$ cat src/rtl/fetch_pc_select_pkg.sv
// Shared widths, reset PC and the next-PC select encoding for the fetch stage.
// The hazard unit and bench reuse next_sel_e to interpret the fetch decision.
package fetch_pc_select_pkg;

  localparam int unsigned PC_W    = 16;
  localparam int unsigned INSTR_W = 16;

  localparam logic [PC_W-1:0] RESET_PC_DEFAULT = 16'h0000;

  typedef enum logic [2:0] {
    SEL_BEQ  = 3'd0,
    SEL_JLR  = 3'd1,
    SEL_JAL  = 3'd2,
    SEL_HOLD = 3'd3,
    SEL_PRED = 3'd4,
    SEL_SEQ  = 3'd5
  } next_sel_e;

endpackage

$ cat src/rtl/fetch_pc_select_if.sv
// Fetch-stage bundle: redirects and predictor in, PC, IF/ID and flush out.
// slave is the fetch unit's view; master is the surrounding pipeline's view.
interface fetch_pc_select_if
  import fetch_pc_select_pkg::*;
#(
  parameter int unsigned CNT_WIDTH = 16
);

  logic                 stall;
  logic                 pred_taken;
  logic [PC_W-1:0]      pred_target;
  logic                 beq_redirect;
  logic [PC_W-1:0]      beq_redirect_pc;
  logic                 jlr_redirect;
  logic [PC_W-1:0]      jlr_target;
  logic                 jal_redirect;
  logic [PC_W-1:0]      jal_target;
  logic [INSTR_W-1:0]   imem_rdata;

  logic [PC_W-1:0]      curr_pc;
  logic [PC_W-1:0]      IF_ID_pc;
  logic [PC_W-1:0]      IF_ID_pc_p1;
  logic [INSTR_W-1:0]   IF_ID_instr;
  logic                 IF_ID_valid;
  logic                 IF_ID_pred_taken;
  logic                 flush_id_rr;
  logic [CNT_WIDTH-1:0] redirect_cnt;

  modport master (
    output stall, pred_taken, pred_target, beq_redirect, beq_redirect_pc,
           jlr_redirect, jlr_target, jal_redirect, jal_target, imem_rdata,
    input  curr_pc, IF_ID_pc, IF_ID_pc_p1, IF_ID_instr, IF_ID_valid,
           IF_ID_pred_taken, flush_id_rr, redirect_cnt
  );

  modport slave (
    input  stall, pred_taken, pred_target, beq_redirect, beq_redirect_pc,
           jlr_redirect, jlr_target, jal_redirect, jal_target, imem_rdata,
    output curr_pc, IF_ID_pc, IF_ID_pc_p1, IF_ID_instr, IF_ID_valid,
           IF_ID_pred_taken, flush_id_rr, redirect_cnt
  );

endinterface

$ cat src/rtl/fetch_pc_select_next_pc_mux.sv
// Combinational next-PC priority encoder and mux.
// Order: BEQ fix, JLR, JAL, stall hold, predicted taken, sequential.
module fetch_pc_select_next_pc_mux
  import fetch_pc_select_pkg::*;
(
  input  logic [PC_W-1:0] i_pc,
  input  logic            i_beq,
  input  logic [PC_W-1:0] i_beq_pc,
  input  logic            i_jlr,
  input  logic [PC_W-1:0] i_jlr_pc,
  input  logic            i_jal,
  input  logic [PC_W-1:0] i_jal_pc,
  input  logic            i_stall,
  input  logic            i_pred,
  input  logic [PC_W-1:0] i_pred_pc,
  output next_sel_e       o_sel,
  output logic [PC_W-1:0] o_next_pc
);

  always_comb begin
    o_sel = SEL_SEQ;
    if (i_beq) begin
      o_sel = SEL_BEQ;
    end else if (i_jlr) begin
      o_sel = SEL_JLR;
    end else if (i_jal) begin
      o_sel = SEL_JAL;
    end else if (i_stall) begin
      o_sel = SEL_HOLD;
    end else if (i_pred) begin
      o_sel = SEL_PRED;
    end
  end

  always_comb begin
    o_next_pc = i_pc + 16'd1;
    unique case (o_sel)
      SEL_BEQ:  o_next_pc = i_beq_pc;
      SEL_JLR:  o_next_pc = i_jlr_pc;
      SEL_JAL:  o_next_pc = i_jal_pc;
      SEL_HOLD: o_next_pc = i_pc;
      SEL_PRED: o_next_pc = i_pred_pc;
      default:  o_next_pc = i_pc + 16'd1;
    endcase
  end

endmodule

$ cat src/rtl/fetch_pc_select.sv
// IF stage: PC register, IF/ID pipeline register, wrong-path flush and
// a saturating count of EX-stage redirects.
module fetch_pc_select
  import fetch_pc_select_pkg::*;
#(
  parameter logic [PC_W-1:0] RESET_PC  = RESET_PC_DEFAULT,
  parameter int unsigned     CNT_WIDTH = 16
) (
  input logic              clk,
  input logic              rst,
  fetch_pc_select_if.slave bus
);

  logic [PC_W-1:0]      r_pc;
  logic [PC_W-1:0]      r_if_pc;
  logic [PC_W-1:0]      r_if_pc_p1;
  logic [INSTR_W-1:0]   r_if_instr;
  logic                 r_if_valid;
  logic                 r_if_pred;
  logic [CNT_WIDTH-1:0] r_cnt;

  logic                 w_ex_redir;
  next_sel_e            w_sel;
  logic [PC_W-1:0]      w_next_pc;

  assign w_ex_redir = bus.beq_redirect | bus.jlr_redirect;

  fetch_pc_select_next_pc_mux u_mux (
    .i_pc      (r_pc),
    .i_beq     (bus.beq_redirect),
    .i_beq_pc  (bus.beq_redirect_pc),
    .i_jlr     (bus.jlr_redirect),
    .i_jlr_pc  (bus.jlr_target),
    .i_jal     (bus.jal_redirect),
    .i_jal_pc  (bus.jal_target),
    .i_stall   (bus.stall),
    .i_pred    (bus.pred_taken),
    .i_pred_pc (bus.pred_target),
    .o_sel     (w_sel),
    .o_next_pc (w_next_pc)
  );

  always_ff @(posedge clk) begin
    if (rst) begin
      r_pc       <= RESET_PC;
      r_if_pc    <= '0;
      r_if_pc_p1 <= '0;
      r_if_instr <= '0;
      r_if_valid <= 1'b0;
      r_if_pred  <= 1'b0;
      r_cnt      <= '0;
    end else begin
      r_pc <= w_next_pc;
      // Redirects kill the IF-stage instruction; a stall freezes IF/ID.
      unique case (w_sel)
        SEL_BEQ, SEL_JLR, SEL_JAL: r_if_valid <= 1'b0;
        SEL_HOLD: ;
        default: begin
          r_if_pc    <= r_pc;
          r_if_pc_p1 <= r_pc + 16'd1;
          r_if_instr <= bus.imem_rdata;
          r_if_valid <= 1'b1;
          r_if_pred  <= bus.pred_taken;
        end
      endcase
      if (w_ex_redir && (r_cnt != {CNT_WIDTH{1'b1}})) begin
        r_cnt <= r_cnt + {{(CNT_WIDTH-1){1'b0}}, 1'b1};
      end
    end
  end

  assign bus.curr_pc          = r_pc;
  assign bus.IF_ID_pc         = r_if_pc;
  assign bus.IF_ID_pc_p1      = r_if_pc_p1;
  assign bus.IF_ID_instr      = r_if_instr;
  assign bus.IF_ID_valid      = r_if_valid;
  assign bus.IF_ID_pred_taken = r_if_pred;
  assign bus.flush_id_rr      = w_ex_redir;
  assign bus.redirect_cnt     = r_cnt;

endmodule

$ cat src/flat_wrapper.sv
// flat-port wrapper written by rule: the top's interface ports become plain ports
module fetch_pc_select_flat import fetch_pc_select_pkg::*;
#(
  parameter logic [PC_W-1:0] RESET_PC  = RESET_PC_DEFAULT,
  parameter int unsigned     CNT_WIDTH = 16
)
  (clk, rst, bus_stall, bus_pred_taken, bus_pred_target, bus_beq_redirect, bus_beq_redirect_pc, bus_jlr_redirect, bus_jlr_target, bus_jal_redirect, bus_jal_target, bus_imem_rdata, bus_curr_pc, bus_IF_ID_pc, bus_IF_ID_pc_p1, bus_IF_ID_instr, bus_IF_ID_valid, bus_IF_ID_pred_taken, bus_flush_id_rr, bus_redirect_cnt);
  fetch_pc_select_if #(.CNT_WIDTH(CNT_WIDTH)) bus_i ();
  input logic clk;
  input logic rst;
  input wire logic [$bits(bus_i.stall)-1:0] bus_stall;
  input wire logic [$bits(bus_i.pred_taken)-1:0] bus_pred_taken;
  input wire logic [$bits(bus_i.pred_target)-1:0] bus_pred_target;
  input wire logic [$bits(bus_i.beq_redirect)-1:0] bus_beq_redirect;
  input wire logic [$bits(bus_i.beq_redirect_pc)-1:0] bus_beq_redirect_pc;
  input wire logic [$bits(bus_i.jlr_redirect)-1:0] bus_jlr_redirect;
  input wire logic [$bits(bus_i.jlr_target)-1:0] bus_jlr_target;
  input wire logic [$bits(bus_i.jal_redirect)-1:0] bus_jal_redirect;
  input wire logic [$bits(bus_i.jal_target)-1:0] bus_jal_target;
  input wire logic [$bits(bus_i.imem_rdata)-1:0] bus_imem_rdata;
  output wire logic [$bits(bus_i.curr_pc)-1:0] bus_curr_pc;
  output wire logic [$bits(bus_i.IF_ID_pc)-1:0] bus_IF_ID_pc;
  output wire logic [$bits(bus_i.IF_ID_pc_p1)-1:0] bus_IF_ID_pc_p1;
  output wire logic [$bits(bus_i.IF_ID_instr)-1:0] bus_IF_ID_instr;
  output wire logic [$bits(bus_i.IF_ID_valid)-1:0] bus_IF_ID_valid;
  output wire logic [$bits(bus_i.IF_ID_pred_taken)-1:0] bus_IF_ID_pred_taken;
  output wire logic [$bits(bus_i.flush_id_rr)-1:0] bus_flush_id_rr;
  output wire logic [$bits(bus_i.redirect_cnt)-1:0] bus_redirect_cnt;
  assign bus_i.stall = bus_stall;
  assign bus_i.pred_taken = bus_pred_taken;
  assign bus_i.pred_target = bus_pred_target;
  assign bus_i.beq_redirect = bus_beq_redirect;
  assign bus_i.beq_redirect_pc = bus_beq_redirect_pc;
  assign bus_i.jlr_redirect = bus_jlr_redirect;
  assign bus_i.jlr_target = bus_jlr_target;
  assign bus_i.jal_redirect = bus_jal_redirect;
  assign bus_i.jal_target = bus_jal_target;
  assign bus_i.imem_rdata = bus_imem_rdata;
  assign bus_curr_pc = bus_i.curr_pc;
  assign bus_IF_ID_pc = bus_i.IF_ID_pc;
  assign bus_IF_ID_pc_p1 = bus_i.IF_ID_pc_p1;
  assign bus_IF_ID_instr = bus_i.IF_ID_instr;
  assign bus_IF_ID_valid = bus_i.IF_ID_valid;
  assign bus_IF_ID_pred_taken = bus_i.IF_ID_pred_taken;
  assign bus_flush_id_rr = bus_i.flush_id_rr;
  assign bus_redirect_cnt = bus_i.redirect_cnt;
  fetch_pc_select #(.RESET_PC(RESET_PC), .CNT_WIDTH(CNT_WIDTH)) u_core (.clk(clk), .rst(rst), .bus(bus_i));
endmodule
$ cat config.mk
export PLATFORM = sky130hd
export DESIGN_NAME = fetch_pc_select_flat
export DESIGN_NICKNAME = d
export VERILOG_FILES = /design/src/rtl/fetch_pc_select_pkg.sv /design/src/rtl/fetch_pc_select_if.sv /design/src/rtl/fetch_pc_select_next_pc_mux.sv /design/src/rtl/fetch_pc_select.sv /design/src/flat_wrapper.sv
export SDC_FILE = /design/constraint.sdc
export NUM_CORES = 1
export LEC_CHECK = 0
export BUFFER_PORTS_ARGS = -buffer_cell sky130_fd_sc_hd__buf_4
export CAP_MARGIN = 5
export CORE_MARGIN = 5
export CORE_UTILIZATION = 45
export DETAILED_ROUTE_END_ITERATION = 16
export PLACE_DENSITY = 0.75
export SLEW_MARGIN = 20
export SYNTH_ARGS = -nofsm -noshare
export SYNTH_HDL_FRONTEND = slang
export SYNTH_SLANG_ARGS = --single-unit
$ cat constraint.sdc
create_clock -name clk -period 2 [get_ports clk]
set_clock_uncertainty 0.1 [all_clocks]
set_input_delay 0.2 -clock clk [delete_from_list [all_inputs] [get_ports clk]]
set_output_delay 0.2 -clock clk [all_outputs]
set_load 0.01 [all_outputs]
== After elaboration in Yosys (flattened, before gate mapping) ==
Index checks and enable logic that the tools add are counted.
Storage, ports and cells
  bits of input ports: 87
  word-level logic and storage cells: 26
  output and inout bits: 83
  register bits: 82
Cells by class
  reduce and logical (&&, ||, !) cells: 4
  equality and inequality tests: 5
  bitwise logic cells: 1
  $add $sub $neg: 2
  muxes and demuxes: 7
Operator list (number)
  case mux 16 bit (5 select lines): 1
  adder 16 x 1 -> 16 bit (second input constant): 2
  inequality test 16 bit (second input constant): 1
  2-to-1 mux 3 bit: 4
  == test 3 x 2 -> 1 bit (second input constant): 2
  OR reduction 4 bit: 1
  == test 3 x 1 -> 1 bit (second input constant): 1
  == test 3 bit (second input constant): 1
  zero test 3 bit: 1
  OR reduction 3 bit: 1
  case mux 1 bit (2 select lines): 1
  logical AND 1 bit: 1
  2-to-1 mux 1 bit: 1
  bitwise OR 1 bit: 1

== Logic depth before layout (Yosys ltp) ==
Gate-level depths: netlist (run 1).
  word-level depth: 8
  depth in mapped cells: 8
  gate-level depth less buffers: 6

== Modules after synthesis ==
From an unflattened synthesis (run 1), not the netlist that was laid out.
Unflattened totals
  cells, all modules: 498
  area, all modules: 4383.0 um^2
Modules (own cells, without submodules)
  fetch_pc_select: cells an instance 338, area each 3384.5 um^2, sequential area each 1641.6 um^2, times used 1
  fetch_pc_select_next_pc_mux: cells an instance 160, area each 998.5 um^2, sequential area each 0.0 um^2, times used 1

== Worst setup path after synthesis (run 1) ==
No wires, ideal clock.
  path kind: reg2reg
  from: register u_core.r_pc[0], in the netlist u_core.bus.curr_pc[0]
  to: register u_core.r_pc[8], in the netlist u_core.bus.curr_pc[8]
  path buffers: 1
  stages on the path, launching flop included: 7
  setup time: 103 ps
  slack: 220 ps
  arrival time: 1577 ps
  data required time: 1797 ps
  period minus slack after synthesis: 1780 ps
  cell sequence: dfxtp_1 > ha_1 > clkbuf_1 > nand4_1 > a21oi_1 > nor2_1 > a2111oi_2
On the way
  word-level cells in the longest chain between the ends: 2
Ends and longest elaborated chain
  from (decl): line fetch_pc_select.sv:14  | logic [PC_W-1:0] r_pc;
  from (signal assigned): line fetch_pc_select.sv:53  | r_pc <= w_next_pc;
  adder 16 x 1 -> 16 bit
  case mux 16 bit (5 select lines): line fetch_pc_select_next_pc_mux.sv:37  | unique case (o_sel)
Every way passes these cells.
A chain may end at the register's enable or synchronous reset.

== Worst setup path in the final report (run 1) ==
  from: register u_core.r_pc[9], in the netlist u_core.bus.curr_pc[9]
  to: register u_core.r_pc[15], in the netlist u_core.bus.curr_pc[15]
The elaborated chain is that of the path after synthesis.

==> results.cfg, run 1 <==
[clocking]
htreeDepth = 3
cts.sinks = 82
cts_setup_buffers = 0
clk_pin_slew_ps = 100
cts_buffers = 9
clk_latency_ps = 360
root_buffer = clkbuf_8
clockBufferDepth = 2
cts_tree = yes

[global_routing]
antenna_found_initial = 0
grt.overflow.total = 0
grt_pass1_vias = 4146
grt_max_degree = 50
grt_pass1_wl_um = 21000
track_usage = 0.230

[pwr]
peakVddDrop_mv = 0.329
cellPowerDensity_mw_per_mm2 = 609
leakage_nw = 2.35
p_total_w = 0.00358

[sta]
finalCriticalPeriod_ps = 1840
fmax_mhz = 544
slew_headroom = 0.642
min_period_over_period = 0.919
holdWs_ps = 66.8
worstMarginPinSlew_ps = 537
layout_setup_ws_ps = 161
hold_viol = 0
finalMaxSlewViolations = 0
setup_viol = 0

[placed_design]
postPlaceCellArea_mm2 = 0.00552
place_congestion = 0.872
io_buffers = 169
preCtsSetupSlack_ps = 91.1
dp.final_hpwl_um = 9730

[critical_path]
path_class = register to register
critPathArrivalTime_ps = 1970
crit_path_top_delay_cell = dfxtp_1
crit_path_start_kind = register
cpLargestDelayFamily = simple AND/OR/NAND/NOR gates
crit_fanout = 8
r2r-end = u_core.bus.curr_pc[15]
r2r-start = u_core.bus.curr_pc[9]
cp-end-kind = register
slowest_delay_ps = 550
rr_worst_depth = 5
rrSetupSlack_ps = 160
crit_required_ps = 2130
cp.depth = 5
critical_path_buf_inv_count = 0
crit_chain = nand4_1 > nor4_2 > nand3_1 > a21oi_1 > nor4_1

[floorplan]
ioPinCount = 170
die_h_um = 106
rows = 35
start_util = 0.455
dieArea_mm2 = 0.0112
design.core.area_mm2 = 0.00911
dieWidth_um = 106

[synth]
yosysWarningCount = 0
synthCells = 519
ys_ff_latch = 82
avgSynthCellArea_um2 = 7.99
synth_area_mm2 = 0.00415
ys.flop_type = dfxtp_1
seq_area_frac_synth = 0.396
syn_nets = 608
ys_types = 53
synth_edf_count = 0
synthArstFlopShare = 0

[detailed_routing]
first_pass_iters = 5
wl_per_cell_um = 16.5
ant_nets = 0
drc = 0
drt_iter0_drc = 270
wl_um = 13300
vias = 4424
drt-vias-per-instance = 5.49

[hold_path]
hold_path_end = u_core.bus.curr_pc[1]
hold_class = primary input to register
hold_depth = 3
worstHoldStart = bus_pred_target[1]

[final_layout]
postLayoutCellArea_mm2 = 0.00588
fillers = 780
final_util = 0.646
synthToLayoutAreaGrowth_pct = 41.9
diodes = 0
layout-drive-gt1-share = 0.322
final_nets = 779
multi_input_area_mm2 = 0.00229
seqCellArea_mm2 = 0.00164

[flow_run]
cap_violations = 0

[status]
status = complete, no violations
## layout by cell type, fill, tap and decap left out, drive strengths merged, types with 3 or more instances in the layout
master	n
buf	186
nand2	82
dfxtp	82
a21oi	60
nor2	60
a211oi	23
nand3	21
dlygate4sd3	16
nand4	13
nor2b	13
a22oi	13
xnor2	13
nor3	13
xor2	12
clkbuf	9
o21ai	8
inv	8
a2111oi	7
o211ai	6
nor4	6
a221oi	5
and3	4
and2	4
o22ai	4
and4	4
clkinvlp	3
## where the power goes
group	total (W)	internal, W	switching, W	leakage, nW
clock network	0.00119	0.000487	0.000699	0.0902
logic	0.000640	0.000336	0.000304	1.59
registers	0.00176	0.00169	0.0000707	0.667
total	0.00358	0.00251	0.00107	2.35
## per-layer routing
layer  track usage  wire, µm  vias up
li1              -         -     2188
met1         0.311      6010     1985
met2         0.364      6050      221
met3        0.0474      1010       30
met4        0.0805       253        0
met5             0         0        -
## cell type report
cell class	instances	area share
clock inverters	7	0.0123
well taps	111	0.0236
multi-input cells	390	0.389
inverters	5	0.00361
repair buffers	202	0.271
clock buffers	9	0.0211
flip-flops and latches	82	0.279
## synthesized netlist by cell type, types with 2 or more instances
| cell | number | area, µm² |
|---|---|---|
| a2111oi_2 | 6 | 90.1 |
| a211oi_1 | 23 | 173 |
| a21o_1 | 2 | 15.0 |
| a21oi_1 | 60 | 300 |
| a221oi_1 | 3 | 26.3 |
| a221oi_2 | 2 | 30.0 |
| a22oi_1 | 13 | 97.6 |
| a31oi_1 | 2 | 12.5 |
| and2_1 | 4 | 25.0 |
| and3_1 | 4 | 25.0 |
| and4_1 | 4 | 35.0 |
| buf_2 | 17 | 85.1 |
| buf_4 | 4 | 30.0 |
| clkbuf_1 | 17 | 63.8 |
| clkbuf_2 | 2 | 10.0 |
| dfxtp_1 | 82 | 1640 |
| ha_1 | 2 | 25.0 |
| inv_1 | 4 | 15.0 |
| mux2i_1 | 2 | 20.0 |
| nand2_1 | 82 | 308 |
| nand2b_1 | 2 | 12.5 |
| nand3_1 | 21 | 105 |
| nand4_1 | 13 | 81.3 |
| nor2_1 | 58 | 218 |
| nor2b_1 | 13 | 81.3 |
| nor3_1 | 9 | 45.0 |
| nor3_2 | 3 | 30.0 |
| nor4_1 | 4 | 25.0 |
| o211ai_1 | 5 | 37.5 |
| o21ai_0 | 7 | 35.0 |
| o22ai_1 | 4 | 25.0 |
| xnor2_1 | 13 | 114 |
| xor2_1 | 12 | 105 |
## registers in the layout, indices dropped and copies added, names as in the netlist
signal / cells
u_core.bus.IF_ID_instr: 16
u_core.bus.IF_ID_pc: 16
u_core.bus.IF_ID_pc_p1: 16
u_core.bus.IF_ID_pred_taken: 1
u_core.bus.IF_ID_valid: 1
u_core.bus.curr_pc: 16
u_core.bus.redirect_cnt: 16
## worst reg2reg max path: stages (launching register included)
cell and delay [ps]:
dfxtp_1 550, nand4_1 200, nor4_2 500, nand3_1 130, a21oi_1 160, nor4_1 70
## metrics by stage
| stage | TNS, ps | cells |
|---|---|---|
| floorplan | 0 | 519 |
| global placement | 0 | 774 |
| detailed placement | 0 | 774 |
| CTS | 0 | 806 |
| global route | -9.70 | 806 |
| finish | 0 | 806 |
## logic make-up after synthesis
logic type | after synthesis | synth area share
AND/OR/NAND/NOR | 227 | 0.268
flip-flops | 82 | 0.396
buffers and inverters | 47 | 0.0543
AO/OA/AOI/OAI | 134 | 0.218
adder cells (fa/ha/maj) | 2 | 0.00603
multiplexers | 2 | 0.00483
XOR/XNOR | 25 | 0.0528
## worst max path at each step
| stage | slack [ps] | endpoint | from |
|---|---|---|---|
| 2_1_floorplan | 220 | u_core.bus.curr_pc[8] | u_core.bus.curr_pc[0] |
| 3_5_place_dp | 90 | u_core.bus.curr_pc[13] | bus_beq_redirect |
| 3_3_place_gp | 160 | u_core.bus.curr_pc[8] | u_core.bus.curr_pc[0] |
| 5_1_grt | -10 | u_core.bus.curr_pc[8] | u_core.bus.curr_pc[5] |
| 6_report | 160 | u_core.bus.curr_pc[15] | u_core.bus.curr_pc[9] |
| 4_1_cts | 120 | u_core.bus.redirect_cnt[0] | u_core.bus.redirect_cnt[2] |
## what timing repair did
action,CTS,global route
gates resized for setup,0,4
hold buffers,16,0
endpoints found under the hold margin,16,0
endpoints found under the setup margin,0,7
Power figures use the tool's default switching activity.
==> inputs of run 2 (changes only) <==
--- a/config.mk
+++ b/config.mk
@@ -8,9 +8,9 @@
 export BUFFER_PORTS_ARGS = -buffer_cell sky130_fd_sc_hd__buf_4
 export CAP_MARGIN = 5
 export CORE_MARGIN = 5
-export CORE_UTILIZATION = 45
+export CORE_UTILIZATION = 40
 export DETAILED_ROUTE_END_ITERATION = 16
-export PLACE_DENSITY = 0.75
+export PLACE_DENSITY = 0.68
 export SLEW_MARGIN = 20
 export SYNTH_ARGS = -nofsm -noshare
 export SYNTH_HDL_FRONTEND = slang
==> run 2 against run 1 <==
  * First-iteration DRC count up 54%
  * Total power shrank 1.1%
  * Flip-flop and latch count is the same
  * Worst setup slack improved by 73 ps
  * Critical path type unchanged
  * Critical endpoint is now u_core.bus.redirect_cnt[1]
  * Largest cell class unchanged
  * Highest routed layer unchanged
==> results.cfg, run 2 (synthesis results as in run 1) <==
[final_layout]
layout-drive-gt1-share = 0.328
diodes = 0
layout_common_cells = buf_4 (195), nand2_1 (82), dfxtp_1 (82)
synthToLayoutAreaGrowth_pct = 43.3
final_nets = 789
final_common_cell = buf_4

[clocking]
clk_pin_slew_ps = 80
clockBufferDepth = 2
root_buffer = clkbuf_8
cts.sinks = 82
cts_tree = yes
clk_latency_ps = 350
cts_setup_buffers = 0
cts_buffers = 9
htreeDepth = 3

[critical_path]
crit_fanout = 7
crit_chain = ha_1 > nand2_1 > nor3_2 > a21oi_1 > mux2i_1 > nor2_1
crit_path_start_kind = register
crit_required_ps = 2150
endpoint = u_core.bus.redirect_cnt[1]
cp-end-kind = register
critPathArrivalTime_ps = 1920
rr_worst_depth = 6
slowest_delay_ps = 420
r2r-end = u_core.bus.redirect_cnt[1]
critPathLaunch = u_core.bus.redirect_cnt[0]
crit_path_top_delay_cell = dfxtp_1
r2r-start = u_core.bus.redirect_cnt[0]
path_class = register to register
rrSetupSlack_ps = 230

[floorplan]
design.core.area_mm2 = 0.0102
die_h_um = 112
ioPinCount = 170
dieWidth_um = 112
dieArea_mm2 = 0.0125
start_util = 0.405
rows = 37

[flow_run]
cap_violations = 0

[pwr]
netSwitchingPower_w = 0.00102
seqPwrFrac = 0.491
switching_share = 0.287
p_total_w = 0.00354
leakage_nw = 2.38
cellPowerDensity_mw_per_mm2 = 596
pwr-share-clk = 0.321
p_int_w = 0.00253
peakVddDrop_mv = 0.307
p_comb_frac = 0.187

[sta]
finalMaxSlewViolations = 0
hold_viol = 0
slew_headroom = 0.575
fmax_mhz = 566
rsz0062_at_grt = no
worstMarginPinSlew_ps = 638
finalSetupTns_ps = 0
finalCriticalPeriod_ps = 1770
setup_viol = 0
min_period_over_period = 0.883

[detailed_routing]
drt_iter0_drc = 416
first_pass_iters = 5
drt-vias-per-instance = 5.31
drc = 0
vias = 4468
wl_per_cell_um = 16.0
ant_nets = 0
wl_um = 13500

[global_routing]
track_usage = 0.211
grt_max_degree = 59
grt_pass1_vias = 4277
grt_use_met3 = 0.0620
use_met1 = 0.290
grt_pass1_wl_um = 21700
grt_use_met2 = 0.318
busiest_layer = met2
grt.overflow.total = 0
antenna_found_initial = 0

[placed_design]
place_congestion = 0.835
io_buffers = 169
dp.final_hpwl_um = 10100

[status]
status = complete, no violations

[hold_path]
hold_class = primary input to register
==> run 2: changes by cell type in the layout (fill, tap and decap cells not counted), sizes merged <==
cell,delta
buf,+10
clkbuf,+1
clkinv,+2
clkinvlp,-2
inv,-1
==> run 2: layer usage <==
metal	wire, µm	share of wire	vias up
li1	-	-	2198
met1	5980	0.44	2057
met2	6150	0.46	200
met3	1160	0.086	13
met4	183	0.014	0
met5	0	0	-
==> run 2: how the worst min path moves through the flow <==
| stage | startpoint | end | slack, ps | depth (start not counted) |
|---|---|---|---|---|
| finish | bus_pred_target[0] | u_core.bus.curr_pc[0] | 110 | 3 |
| global route | bus_pred_target[0] | u_core.bus.curr_pc[0] | 120 | 3 |
| CTS | bus_pred_target[1] | u_core.bus.curr_pc[1] | 80 | 3 |
| detailed placement | u_core.bus.IF_ID_instr[4] | u_core.bus.IF_ID_instr[4] | 350 | 2 |
| global placement | u_core.bus.IF_ID_instr[9] | u_core.bus.IF_ID_instr[9] | 340 | 2 |
| floorplan | bus_imem_rdata[0] | u_core.bus.IF_ID_instr[0] | 240 | 2 |
==> run 2: through the flow <==
step	cells	setup WS, ps	area [µm²]	utilization	hold WS [ps]
4_1_cts	841	255	5940	0.581	81.5
5_1_grt	841	33.4	5940	0.581	119
3_5_place_dp	809	186	5600	0.547	352
3_3_place_gp	809	221	5600	0.547	343
6_report	841	235	5940	0.581	107
2_1_floorplan	519	220	4150	-	236
==> run 2: power by group through the flow <==
stage | Clock, W | Sequential (W) | Combinational (W)
finish | 0.00114 | 0.00174 | 0.000664
global route | 0.00124 | 0.00175 | 0.000720
CTS | 0.00117 | 0.00174 | 0.000667
detailed placement | 0 | 0.00178 | 0.000640
global placement | 0 | 0.00178 | 0.000629
floorplan | 0 | 0.00180 | 0.000277
==> run 2: final cells by class <==
| type | count | area [µm²] |
|---|---|---|
| flip-flops and latches | 82 | 1640 |
| multi-input cells | 390 | 2280 |
| repair buffers | 212 | 1640 |
| fillers | 922 | 4290 |
| inverters | 5 | 21.3 |
| clock buffers | 10 | 138 |
| clock inverters | 6 | 47.5 |
| well taps | 136 | 170 |
==> run 2: critical path: cells and delay by family, from the launching register on <==
family	cells	cell delay [ps]
AOI/OAI and AO/OA	1	200
adders and majority gates	1	230
DFF	1	420
muxes	1	180
and+or+nand+nor	3	530
==> run 2: repair_timing <==
item	in CTS	in global routing
gates resized for setup	0	0
hold buffers	16	0
endpoints found under the hold margin	16	0
==> inputs of run 3 (changes only) <==
--- a/config.mk
+++ b/config.mk
@@ -9,8 +9,10 @@
 export CAP_MARGIN = 5
 export CORE_MARGIN = 5
 export CORE_UTILIZATION = 40
+export CTS_BUF_LIST = sky130_fd_sc_hd__clkbuf_8
 export DETAILED_ROUTE_END_ITERATION = 16
 export PLACE_DENSITY = 0.68
+export RECOVER_POWER = 25
 export SLEW_MARGIN = 20
 export SYNTH_ARGS = -nofsm -noshare
 export SYNTH_HDL_FRONTEND = slang
==> run 3 against run 2 <==
  * Utilization decreased by 1.5 points
  * Worst setup slack got worse by 6.7 ps
  * First-iteration DRC count down 6.5%
  * Routed wire length is 0.71% higher
  * Die area unchanged
  * Critical endpoint is now u_core.bus.curr_pc[3]
  * Total power down 0.54%
  * Flip-flop and latch count unchanged
  * Largest cell class unchanged
  * Critical path depth rose by 1
  * Count of clock-buffer cells in the layout is the same
  * Final area fell by 2.7%
  * Fmax decreased by 0.38%
==> results.cfg, run 3 (synthesis results as in run 1) <==
[status]
status = complete, no violations

[critical_path]
cpLargestDelayFamily = simple AND/OR/NAND/NOR gates
crit_path_top_delay_cell = or3_1
cp-end-kind = register
path_class = primary input to register
critical_path_buf_inv_count = 2
crit_required_ps = 2140
crit_fanout = 11
crit_path_start_kind = primary input
crit_chain = buf_4 > nor2_1 > inv_4 > or3_1 > nand3_1 > a21oi_1 > a2111oi_2
slowest_delay_ps = 530
critPathArrivalTime_ps = 1920

[global_routing]
antenna_found_initial = 0
grt_max_degree = 59
grt.overflow.total = 0
grt_pass1_wl_um = 21700
grt_pass1_vias = 4277
track_usage = 0.211

[floorplan]
start_util = 0.405
die_h_um = 112
design.core.area_mm2 = 0.0102
dieWidth_um = 112
ioPinCount = 170
dieArea_mm2 = 0.0125
rows = 37

[flow_run]
cap_violations = 0

[sta]
worstMarginPinSlew_ps = 738
min_period_over_period = 0.886
holdWs_ps = 110
finalSetupTns_ps = 0
finalCriticalPeriod_ps = 1770
hold_viol = 0
fmax_mhz = 564
slew_headroom = 0.508
setup_viol = 0
finalMaxSlewViolations = 0
rsz0062_at_grt = no

[final_layout]
final_common_cell = buf_4
final_nets = 789
diodes = 0
synthToLayoutAreaGrowth_pct = 39.5
fillers = 961
layout_common_cells = buf_4 (157), nand2_1 (82), dfxtp_1 (82)
layout-drive-gt1-share = 0.274

[detailed_routing]
drc = 0
wl_um = 13600
route.met2.wl_um = 6130
wl_met1_um = 6110
drt_iter0_drc = 389
wl_met3_um = 1140
ant_nets = 0
first_pass_iters = 5
top_layer = met4
drt-vias-per-instance = 5.35
wl_per_cell_um = 16.1
vias = 4503

[clocking]
clockBufferDepth = 2
cts_tree = yes
clk_latency_ps = 350
root_buffer = clkbuf_8
post_cts_resized = 0
cts.sinks = 82
htreeDepth = 3
clk_pin_slew_ps = 80
cts_buffers = 9

[pwr]
leakage_nw = 2.21
cellPowerDensity_mw_per_mm2 = 609
p_total_w = 0.00352
peakVddDrop_mv = 0.305

[hold_path]
hold_class = primary input to register

[placed_design]
io_buffers = 169
place_congestion = 0.835
dp.final_hpwl_um = 10100
## run 3: metrics by stage
step	setup WS (ps)	utilization	instance area [µm²]	instances
floorplan	220	-	4150	519
global placement	221	0.547	5600	809
detailed placement	186	0.547	5600	809
CTS	255	0.581	5940	841
global route	31.1	0.565	5790	841
finish	228	0.565	5790	841
## run 3: path summary, 6_finish.rpt
kind | startpoint | end | slack, ps | depth (start not counted)
worst max-delay path | bus_beq_redirect | u_core.bus.curr_pc[3] | 230 | 7
worst min-delay path | bus_pred_target[0] | u_core.bus.curr_pc[0] | 110 | 3
worst max register to register | u_core.bus.redirect_cnt[0] | u_core.bus.redirect_cnt[1] | 230 | 6
worst min register to register | u_core.bus.IF_ID_instr[8] | u_core.bus.IF_ID_instr[8] | 360 | 2
## run 3: timing repair
action | CTS | global route
hold buffers | 16 | 0
setup buffers | 0 | 0
hold endpoints to repair | 16 | 0
## run 3: final cells by class
cell class | instances | area (µm²) | area share
flip-flops and latches | 82 | 1640 | 0.284
well taps | 136 | 170 | 0.0294
clock buffers | 10 | 138 | 0.0238
repair buffers | 212 | 1500 | 0.260
inverters | 5 | 21.3 | 0.00368
multi-input cells | 390 | 2260 | 0.391
clock inverters | 6 | 47.5 | 0.00822
## run 3: power by group
group	internal [W]	total [W]	switching, W
registers	0.00169	0.00174	0.0000533
clock network	0.000496	0.00113	0.000639
logic	0.000328	0.000648	0.000320
## run 3: worst register-to-register path, stage by stage, from the launching register on
cell	delay, ps
dfxtp_1	420
ha_1	230
nand2_1	80
nor3_2	400
a21oi_1	200
mux2i_1	190
nor2_1	50
## run 3: per-layer routing
metal	vias up	track usage
li1	2200	-
met4	0	0.0641
met1	2074	0.290
met2	213	0.318
met3	16	0.0620
met5	-	0
